`config.mk`:
```
export PLATFORM = sky130hd
export DESIGN_NAME = mode_switch_controller
export DESIGN_NICKNAME = d
export VERILOG_FILES = /design/src/rtl/mode_ctrl_pkg.sv /design/src/rtl/mode_select_sync.sv /design/src/rtl/mode_switch_controller.sv
export SDC_FILE = /design/constraint.sdc
export NUM_CORES = 1
export LEC_CHECK = 0
export CAP_MARGIN = 25
export CORE_MARGIN = 10
export CORE_UTILIZATION = 40
export DETAILED_ROUTE_END_ITERATION = 7
export SYNTH_ARGS = -nofsm -noshare
export SYNTH_HDL_FRONTEND = slang
export SYNTH_SLANG_ARGS = --single-unit
```
`constraint.sdc`:
```
create_clock -name clk -period 2.6 [get_ports clk]
set_clock_uncertainty 0.05 [all_clocks]
set_input_delay 0.26 -clock clk [delete_from_list [all_inputs] [get_ports clk]]
set_output_delay 0.26 -clock clk [all_outputs]
set_load 0.01 [all_outputs]
```
`src/rtl/mode_ctrl_pkg.sv`:
```
// Shared types and helpers for the ADC front-end mode controller.
// Mode one-hot constants follow the default XADC / PWM / R2R bit order.
package mode_ctrl_pkg;

  typedef enum logic [1:0] {
    OFF  = 2'd0,
    ON   = 2'd1,
    DEAD = 2'd2
  } state_t;

  localparam logic [2:0] MODE_XADC = 3'b001;
  localparam logic [2:0] MODE_PWM  = 3'b010;
  localparam logic [2:0] MODE_R2R  = 3'b100;

  function automatic logic is_onehot_or_zero(
    input logic [31:0] v
  );
    return (v & (v - 32'd1)) == 32'd0;
  endfunction

endpackage

```
`src/rtl/mode_select_sync.sv`:
```
// Two-flop synchroniser for asynchronous board mode switches.
// Compiled only when SYNC_INPUT_EN is defined.
`ifdef SYNC_INPUT_EN
module mode_select_sync #(
  parameter int W = 3
) (
  input  logic         clk,
  input  logic         rst_n,
  input  logic [W-1:0] d,
  output logic [W-1:0] q
);

  logic [W-1:0] meta;

  always_ff @(posedge clk or negedge rst_n) begin
    if (!rst_n) begin
      meta <= '0;
      q    <= '0;
    end else begin
      meta <= d;
      q    <= meta;
    end
  end

endmodule
`endif

```
`src/rtl/mode_switch_controller.sv`:
```
// Break-before-make mode controller for XADC / PWM / R2R paths.
// Define SYNC_INPUT_EN to pass mode_select through a 2-flop synchroniser.
module mode_switch_controller
  import mode_ctrl_pkg::*;
#(
  parameter int                   NUM_MODES     = 3,
  parameter int                   DEAD_CYCLES   = 16,
  parameter logic [NUM_MODES-1:0] DISCRETE_MASK = 3'b110
) (
  input  logic                 clk,
  input  logic                 rst_n,
  input  logic [NUM_MODES-1:0] mode_select,
  input  logic                 err_clr,
  output logic [NUM_MODES-1:0] mode_enable,
  output logic                 discrete_adc_enable,
  output logic [NUM_MODES-1:0] active_mode,
  output logic                 busy,
  output logic                 sel_error
);

  localparam int CW = $clog2(DEAD_CYCLES + 1);

  logic [NUM_MODES-1:0] sel;

`ifdef SYNC_INPUT_EN
  mode_select_sync #(
    .W(NUM_MODES)
  ) u_sync (
    .clk  (clk),
    .rst_n(rst_n),
    .d    (mode_select),
    .q    (sel)
  );
`else
  assign sel = mode_select;
`endif

  state_t               state, state_nx;
  logic [CW-1:0]        cnt, cnt_nx;
  logic [NUM_MODES-1:0] pend, pend_nx;
  logic [NUM_MODES-1:0] en_q, en_nx;
  logic [NUM_MODES-1:0] act_q, act_nx;
  logic                 disc_q, disc_nx;
  logic                 err_q, err_nx;
  logic                 wf;

  always_ff @(posedge clk or negedge rst_n) begin
    if (!rst_n) begin
      state  <= OFF;
      cnt    <= '0;
      pend   <= '0;
      en_q   <= '0;
      act_q  <= '0;
      disc_q <= 1'b0;
      err_q  <= 1'b0;
    end else begin
      state  <= state_nx;
      cnt    <= cnt_nx;
      pend   <= pend_nx;
      en_q   <= en_nx;
      act_q  <= act_nx;
      disc_q <= disc_nx;
      err_q  <= err_nx;
    end
  end

  always_comb begin
    wf       = is_onehot_or_zero(32'(sel));
    state_nx = state;
    cnt_nx   = cnt;
    pend_nx  = pend;
    en_nx    = en_q;
    act_nx   = act_q;
    err_nx   = !wf ? 1'b1 : (err_clr ? 1'b0 : err_q);
    unique case (state)
      OFF: begin
        if (wf && sel != act_q) begin
          state_nx = ON;
          en_nx    = sel;
          act_nx   = sel;
        end
      end
      ON: begin
        if (wf && sel != act_q) begin
          state_nx = DEAD;
          en_nx    = '0;
          cnt_nx   = CW'(DEAD_CYCLES);
          pend_nx  = sel;
        end
      end
      DEAD: begin
        // Retargeting never restarts the dead time.
        if (wf) pend_nx = sel;
        cnt_nx = cnt - CW'(1);
        if (cnt == CW'(1)) begin
          cnt_nx = '0;
          if (pend_nx == '0) begin
            state_nx = OFF;
            act_nx   = '0;
          end else begin
            state_nx = ON;
            en_nx    = pend_nx;
            act_nx   = pend_nx;
          end
        end
      end
      default: state_nx = OFF;
    endcase
    disc_nx = |(en_nx & DISCRETE_MASK);
  end

  always_comb begin
    mode_enable         = en_q;
    discrete_adc_enable = disc_q;
    active_mode         = act_q;
    sel_error           = err_q;
    busy                = (state == DEAD);
  end

endmodule
```
==> qor.yml <==
yosys:
  synth-adder-area-share_pct: 3.30
  synth_top_family_by_area: "simple AND/OR/NAND/NOR gates"
  synthMuxAreaShare_pct: 6.01
  synthArstFlopShare_pct: 100
  synth_seq_cells: 18
  synth-simple-area-share_pct: 22.6
  synth-compound-area-share_pct: 20.3
  synth_warnings: 0
  synthFlopType: "dfrtp_1"
  syn_area_per_cell_um2: 8.93
  yosysSeqAreaShare_pct: 42.4
  synth_edf_count: 0
  synth-xor-area-share_pct: 0.824
  synth_area_mm2: 0.00106
  synth_nets: 127
  synth_cell_types: 37
  synthCells: 119
cells_and_area:
  layout.nets: 146
  fin_cells: 166
  drive_above_1_share_pct: 10.3
  flow.area_growth_from_synthesis_pct: 21.0
  diodes: 0
sta:
  drv_slew: 0
  setup_viol: 0
  rsz0062_at_grt: "false"
  slew_headroom_pct: 43.2
  timing.final.ws_setup_ns: 0.266
  final_hold_viol_count: 0
  period_minus_slack_ns: 2.33
  worstMarginPinSlew_ns: 0.850
  finalSetupTns_ns: 0
  finalCritPeriodShare_pct: 89.8
  fmax_mhz: 428
  finalHoldWorstSlack_ns: 0.399
die:
  io_pins: 15
  core_area_mm2: 0.00250
  rows: 18
  die_x_um: 71.5
  start_util_pct: 42.5
  fp.dieH_um: 71.5
  dieArea_mm2: 0.00512
critical_path:
  slowest_delay_ns: 0.52
  crit_path_end_kind: "flip-flop"
  worst-path-buf-inv: 1
  critPathLaunchType: "flip-flop"
  cp-startpoint: "cnt[1]"
  cp.required_ns: 2.73
  worstSetupPathDepth: 6
  crit_chain: "inv_1 -> ha_1 -> or4b_1 -> or2_2 -> a21oi_1 -> mux2_2"
  critPathKind: "reg2reg"
  crit_fanout: 5
  crit_slowest_cell: "or4b_1"
  crit_arrival_ns: 2.46
  critical-path-top-delay-family: "simple AND/OR/NAND/NOR gates"
  r2r_cells: 6
  timing.rr.start: "cnt[1]"
clocking:
  cts_buffers: 3
  cts_setup_buffers: 0
  cts_sinks: 18
  cts_tree: "built"
  cts_resized: 0
  ctsHtreeMaxLevel: 1
  clk_latency_ns: 0.29
  cts_hold_buf: 0
  cts_root_buf: "clkbuf_4"
  cts_buffer_depth: 2
  clk_pin_slew_ns: 0.10
grt:
  overflow: 0
  antenna_found_initial: 0
  grt_pass1_vias: 930
  grtUsageTotal_pct: 10.5
  use_met3_pct: 2.89
  met2_usage_pct: 14.7
  grt_use_met1_pct: 14.6
  grt_max_degree: 19
  grt_pass1_wl_mm: 4.43
  gr-max-usage-layer: "met2"
placement:
  portBuffers: 14
  numPlacedInstances: 163
  dp_hpwl_mm: 1.87
  place_ws_ns: 0.155
  gp_congestion: 0.848
route:
  first_pass_iters: 5
  drc: 0
  antenna_left: 0
  drt_iter0_markers: 73
  drt_wl_total_mm: 2.54
  viasPerCell: 5.71
  post_drt_wl_per_cell_um: 15.3
  vias: 948
pwr:
  power_density_mw_per_mm2: 1040
  leakage_uw: 0.000556
  ir_drop_v: 0.000607
  finalPower_uw: 1340
status:
  status: "finished, final reports clean"
run:
  cap_violations: 0
min_path:
  hold_path.class: "in2async"
## logic make-up after synthesis
logic type	count (synthesis)
AND/OR/NAND/NOR	46
AO/OA/AOI/OAI	32
flip-flops	18
buffers and inverters	13
multiplexers	6
adder cells (fa/ha/maj)	3
XOR/XNOR	1
## power breakdown
group          internal [uW]  total [uW]  leakage, uW  switching [uW]
sequential               406         554     0.000213             148
combinational            342         647     0.000329             305
clock                   53.8         137    0.0000138            83.0
total                    802        1340     0.000556             536
## registers in the layout (all words and copies together) (netlist names)
signal,count
active_mode,3
cnt,5
discrete_adc_enable,1
mode_enable,3
pend,3
sel_error,1
state,2
## metrics by stage
stage | utilization [%] | instance area (um2)
2_1_floorplan | - | 1060
3_3_place_gp | 50.5 | 1260
3_5_place_dp | 50.5 | 1260
4_1_cts | 51.4 | 1280
5_1_grt | 51.4 | 1280
6_report | 51.4 | 1280
## synth_stat cells, types with 3 or more instances
library cell	count	area share [%]
dfrtp_1	18	42
nor2_1	11	3.9
nand2_1	8	2.8
nand3_1	8	3.8
a21oi_1	7	3.3
inv_1	7	2.5
o21ai_0	7	3.3
clkbuf_1	6	2.1
mux2i_1	3	2.8
nand2b_1	3	1.8
nand4_1	3	1.8
o211ai_1	3	2.1
## final cells by class
cell class                 instances  area (um2)
fill                             243        1210
multi-input combinational         88         563
sequential                        18         450
timing repair buffer              20         185
tap                               30        37.5
inverter                           7        26.3
clock buffer                       3        22.5
## final timing paths
path | to | slack (ns)
hold reg to reg | sel_error | 0.44
hold / removal | sel_error | 0.40
min in group clk | sel_error | 0.44
max in group asynchronous | active_mode[2] | 1.58
setup / recovery | active_mode[0] | 0.27
setup reg to reg | active_mode[0] | 0.27
## layer usage
metal	routed length [um]	share of wire (%)	up-vias
li1	-	-	470
met1	1310	52	451
met2	1070	42	25
met3	137	5.4	2
met4	18	0.71	0
met5	0	0	-
## layout by cell type (no fill, tap or decap), types with 2 or more instances in the layout
cell             synthesis  layout
a21o_1                   2       2
nand2_1                  8       8
nor2_1                  11      11
o21ai_0                  7       7
nand4_1                  3       3
mux2_2                   2       2
ha_1                     2       2
inv_1                    7       7
clkbuf_4                 0       3
mux2i_1                  3       3
nand2b_1                 3       3
nor3_1                   2       2
buf_4                    0       6
nand3_1                  8       8
nor3b_1                  2       2
or3_1                    2       2
clkdlybuf4s50_1          0      14
o21a_1                   2       2
a22o_1                   2       2
o211ai_1                 3       3
o31ai_1                  2       2
dfrtp_1                 18      18
a21oi_1                  7       7
and2_1                   2       2
No activity file was read; power rests on OpenSTA's default activity.
